File: src/rtl/cdc_pkg.sv
// Shared types for the multi-channel pulse source controller.
package cdc_pkg;

  typedef enum logic [1:0] {
    IDLE = 2'd0,
    REQ  = 2'd1,
    DROP = 2'd2,
    WAIT = 2'd3
  } ch_state_e;

  function automatic int cnt_max(input int w);
    return (1 << w) - 1;
  endfunction

endpackage

File: src/rtl/cdc_pulse_src_ch.sv
// One channel: ack synchronizer, pending-pulse counter, sticky overflow and handshake FSM.
// state | meaning: IDLE no open transfer | REQ req high, awaiting ack | DROP req low, awaiting ack low | WAIT toggle sent, awaiting echo
module cdc_pulse_src_ch
  import cdc_pkg::*;
#(
  parameter int CNT_W       = 3,
  parameter int SYNC_STAGES = 2
) (
  input  logic             clk_i,
  input  logic             rst_i,
  input  logic             pulse_i,
  input  logic             ack_i,
  input  logic             ovf_clr_i,
  output logic             req_o,
  output logic             busy_o,
  output logic             ovf_o,
  output logic [CNT_W-1:0] pend_o
);

  localparam logic [CNT_W-1:0] PEND_MAX = CNT_W'(cnt_max(CNT_W));

  ch_state_e              state;
  logic                   req;
  logic                   ovf;
  logic [CNT_W-1:0]       pend;
  logic [CNT_W-1:0]       pend_nxt;
  logic [SYNC_STAGES-1:0] ack_sync;
  logic                   ack_s;
  logic                   launch;
  logic                   pend_full;
  logic                   lost;

  always_ff @(posedge clk_i) begin
    if (rst_i) ack_sync <= '0;
    else       ack_sync <= {ack_sync[SYNC_STAGES-2:0], ack_i};
  end

  assign ack_s     = ack_sync[SYNC_STAGES-1];
  assign launch    = (state == IDLE) && (pend != '0);
  assign pend_full = (pend == PEND_MAX);
  // A launch frees one slot, so a pulse at full count with launch is still accepted.
  assign lost      = pulse_i && !launch && pend_full;

  always_comb begin
    pend_nxt = pend;
    unique case ({pulse_i, launch})
      2'b10:   pend_nxt = pend_full ? pend : pend + 1'b1;
      2'b01:   pend_nxt = pend - 1'b1;
      default: pend_nxt = pend;
    endcase
  end

  always_ff @(posedge clk_i) begin
    if (rst_i) begin
      pend <= '0;
      ovf  <= 1'b0;
    end else begin
      pend <= pend_nxt;
      ovf  <= lost | (ovf & ~ovf_clr_i);
    end
  end

  always_ff @(posedge clk_i) begin
    if (rst_i) begin
      state <= IDLE;
      req   <= 1'b0;
    end else begin
      case (state)
`ifdef CDC_PULSE_TOGGLE_EN
        IDLE: begin
          if (launch) begin
            req   <= ~req;
            state <= WAIT;
          end
        end
        WAIT: begin
          if (ack_s == req) state <= IDLE;
        end
        default: state <= IDLE;
`else
        IDLE: begin
          if (launch) begin
            req   <= 1'b1;
            state <= REQ;
          end
        end
        REQ: begin
          if (ack_s) begin
            req   <= 1'b0;
            state <= DROP;
          end
        end
        DROP: begin
          if (!ack_s) state <= IDLE;
        end
        default: begin
          req   <= 1'b0;
          state <= IDLE;
        end
`endif
      endcase
    end
  end

  assign req_o  = req;
  assign ovf_o  = ovf;
  assign pend_o = pend;
  assign busy_o = (pend != '0) | (state != IDLE);

endmodule

File: src/rtl/cdc_pulse_src_mc.sv
// Multi-channel pulse source controller; CDC_PULSE_TOGGLE_EN selects the 2-phase toggle handshake.
module cdc_pulse_src_mc #(
  parameter int NUM_CH      = 4,
  parameter int CNT_W       = 3,
  parameter int SYNC_STAGES = 2
) (
  input  logic                    clk_i,
  input  logic                    rst_i,
  input  logic [NUM_CH-1:0]       pulse_i,
  output logic [NUM_CH-1:0]       req_o,
  input  logic [NUM_CH-1:0]       ack_i,
  output logic [NUM_CH-1:0]       busy_o,
  output logic [NUM_CH-1:0]       ovf_o,
  input  logic [NUM_CH-1:0]       ovf_clr_i,
  output logic [NUM_CH*CNT_W-1:0] pend_o
);

  for (genvar c = 0; c < NUM_CH; c++) begin : g_ch
    cdc_pulse_src_ch #(
      .CNT_W      (CNT_W),
      .SYNC_STAGES(SYNC_STAGES)
    ) u_ch (
      .clk_i    (clk_i),
      .rst_i    (rst_i),
      .pulse_i  (pulse_i[c]),
      .ack_i    (ack_i[c]),
      .ovf_clr_i(ovf_clr_i[c]),
      .req_o    (req_o[c]),
      .busy_o   (busy_o[c]),
      .ovf_o    (ovf_o[c]),
      .pend_o   (pend_o[c*CNT_W +: CNT_W])
    );
  end

endmodule

File: config.mk
export PLATFORM = sky130hd
export DESIGN_NAME = cdc_pulse_src_mc
export DESIGN_NICKNAME = d
export VERILOG_FILES = /design/src/rtl/cdc_pkg.sv /design/src/rtl/cdc_pulse_src_ch.sv /design/src/rtl/cdc_pulse_src_mc.sv
export SDC_FILE = /design/constraint.sdc
export NUM_CORES = 1
export LEC_CHECK = 0
export CORE_ASPECT_RATIO = 0.8
export CORE_MARGIN = 4
export CORE_UTILIZATION = 50
export CTS_BUF_LIST = sky130_fd_sc_hd__clkbuf_4 sky130_fd_sc_hd__clkbuf_8
export CTS_CLUSTER_DIAMETER = 50
export DETAILED_ROUTE_END_ITERATION = 10
export GPL_TIMING_DRIVEN = 0
export PLACE_DENSITY = 0.89
export SLEW_MARGIN = 10
export SYNTH_ARGS = -nofsm -noshare
export SYNTH_HDL_FRONTEND = slang
export SYNTH_SLANG_ARGS = --single-unit
File: constraint.sdc
create_clock -name clk_i -period 5.83 [get_ports clk_i]
set_clock_uncertainty 0.2 [all_clocks]
set_input_delay 1.166 -clock clk_i [delete_from_list [all_inputs] [get_ports clk_i]]
set_output_delay 1.166 -clock clk_i [all_outputs]
set_load 0.005 [all_outputs]
==> out/summary.txt <==
diodes inserted = 0
Slew @ Worst Pin = 562 ps
post-synthesis sequential area ratio = 0.391
Critical Path, Cell by Cell = clkdlybuf4s50_1, or3_4, nor2_1, xnor2_1, ha_1, or4_4, a211oi_2, mux2_1
Area growth syn-to-layout = 29.0%
CP Capture Type = flip-flop
Worst-Skew Late Latency = 290 ps
Bufs on Longest Clock Path = 2
cts hold-fix bufs = 0
post-route setup slack = 2310 ps
die height = 62.3 microns
Seq. cell area = 721 sq um
router iterations before antenna repair = 4
Sink Count = 36
Worst EP arrival = 3480 ps
maxcap violations = 0
register bit count reported by yosys = 36
number of distinct library cells after synthesis = 42
Die W = 75.9 microns
CTS tree = done
CP max stage delay = 510 ps
Setup Fix Bufs, Post-CTS = 0
die area = 4730 sq um
vias per inst = 5.45
status = finished, final reports clean
Num CTS Buffers = 5
DR DRC count = 0
cells after synthesis = 212
IR drop worst, VDD = 0.317 mV
Synthesis Warnings = 0
critical-path maximum fanout = 6
Critical path buffers and inverters = 1
via count = 1630
area occupied by multi-input gates = 951 sq um
pre-CTS setup slack = 2030 ps
Pins Over Slew Limit = 0
Net Count, Synth = 230
CP max stage cell = or4_4
Root Buffer = clkbuf_8
H-tree lvl count = 2
final std cells w/o fill = 299
Total Wirelength = 3780 microns
Inst Count DP = 291
largest net degree at the start of global routing = 12
share of post-route cells with drive strength above 1 = 0.101
Min Hold Slack = 241 ps
final setup fails = 0
# IOs = 38
vias in the first global route = 1535
Synth Cell Area = 1840 sq um
Detail Route Antenna Nets = 0
Avg Inst Size Synth = 8.70 sq um
post-DP HPWL = 2680 microns
initial core utilization = 0.528
post-route setup TNS = 0 ps
Layout Nets = 274
initial antenna violation count = 0
gpl congestion = 0.863
row cnt = 19
leak pwr = 0.000923 uW
Slew HR = 0.621
Worst-path clk slew = 70 ps
fillers = 296
kind of critical path = input pin to flip-flop
first-pass GRT wire length = 6620 microns
Crit path max-delay family = simple AND/OR/NAND/NOR gates
CP Launch Type = input pin
RSZ-0062 raised after global routing = no
Tmin final = 3520 ps
fmax = 284 MHz
1st-iter DRT viols = 87
Total GRT Usage = 0.165
worst path required time = 5800 ps
PwrDens = 523 nW/um^2
final hold violation count = 0
post-CTS resize count = 0
total design power = 1240 uW
Port Buffers = 37
final worst-path cycle share = 0.603
worst hold path class = flip-flop to flip-flop
post-detailed-route wirelength per cell = 12.6 microns
grt ovf = 0
core area = 3490 sq um
## cells in the final DEF (no fill, tap or decap), types with 3 or more instances in the layout
master	n
nor2_1	21
nor3_1	5
a31oi_1	3
buf_4	12
nor2b_1	10
nand3_1	9
fa_1	3
mux2_1	4
a21oi_1	17
a2111oi_0	4
nor3b_1	6
inv_1	15
xnor2_1	5
dfxtp_1	36
clkdlybuf4s50_1	37
nand2b_1	4
or3_1	4
o21ai_0	4
nand2_1	7
clkbuf_1	6
a21o_1	6
clkbuf_8	5
## power breakdown
part           switching, uW  internal, uW  total (uW)
Sequential              87.1           314         401
Clock                   88.7           132         220
Combinational            268           355         623
Total                    444           800        1240
## layout make-up
class / instances / area share
buffer: 19 / 0.0489
clock buffer: 6 / 0.0321
inverter: 15 / 0.0237
tap: 42 / 0.0221
multi-input combinational: 142 / 0.400
sequential: 36 / 0.303
clock inverter: 2 / 0.0147
timing repair buffer: 37 / 0.156
## routing by layer
layer	wire length [microns]	GRT usage
met3	180	0.0491
met2	1780	0.283
met1	1790	0.203
met5	0	0
met4	29	0.0400
## metrics by stage
step	cell area, sq um	utilization
2_1_floorplan	1840	-
3_3_place_gp	2270	0.649
3_5_place_dp	2270	0.649
4_1_cts	2380	0.681
5_1_grt	2380	0.681
6_report	2380	0.681
## state kept, by name, summed over array words and instances (netlist names)
signal              count
g_ch.u_ch.state         8
g_ch.u_ch.ovf_o         4
g_ch.u_ch.pend_o       12
g_ch.u_ch.req_o         4
g_ch.u_ch.ack_sync      8
## cells in the mapped netlist, drive strengths merged
cell,count,share of area
nand2b,4,0.014
nor3b,6,0.024
clkbuf,6,0.012
a2bb2oi,2,0.0095
nand4,2,0.0068
a21oi,17,0.046
or3,5,0.020
inv,15,0.031
o31ai,1,0.0041
mux2,5,0.031
fa,3,0.033
dfxtp,36,0.39
xnor2,5,0.024
o22ai,1,0.0034
ha,1,0.0068
nand4bb,1,0.0061
or3b,2,0.0095
o21ai,4,0.011
o21bai,2,0.0081
xor2,1,0.0047
or4,2,0.010
nand3,9,0.024
nor4,2,0.0068
nand2,7,0.014
a31oi,3,0.010
nor2b,10,0.034
mux2i,2,0.011
a311oi,2,0.0095
a2111oi,4,0.019
nor2,21,0.043
buf,13,0.051
nor3,7,0.024
o311ai,2,0.0095
a21o,6,0.024
a211oi,3,0.015
## logic make-up (layout without fill, tap and decap cells)
| family | Yosys count | in the layout | synth area share |
|---|---|---|---|
| adders and majority gates | 4 | 4 | 0.0393 |
| muxes | 7 | 7 | 0.0414 |
| xor gates and xnor gates | 6 | 6 | 0.0285 |
| and+or+nand+nor | 78 | 78 | 0.237 |
| DFF | 36 | 36 | 0.391 |
| buffers and inverters | 34 | 79 | 0.0936 |
| AOI/OAI and AO/OA | 47 | 47 | 0.170 |
## final timing paths
path,cells past startpoint,startpoint,slack (ps),to
max reg2reg,7,g_ch[1].u_ch.pend_o[2],3220,g_ch[1].u_ch.pend_o[2]
min,1,g_ch[1].u_ch.ack_sync[0],240,g_ch[1].u_ch.ack_sync[1]
max,8,pulse_i[1],2310,g_ch[1].u_ch.pend_o[2]
min reg2reg,1,g_ch[1].u_ch.ack_sync[0],240,g_ch[1].u_ch.ack_sync[1]
No activity file was read; power rests on OpenSTA's default activity.
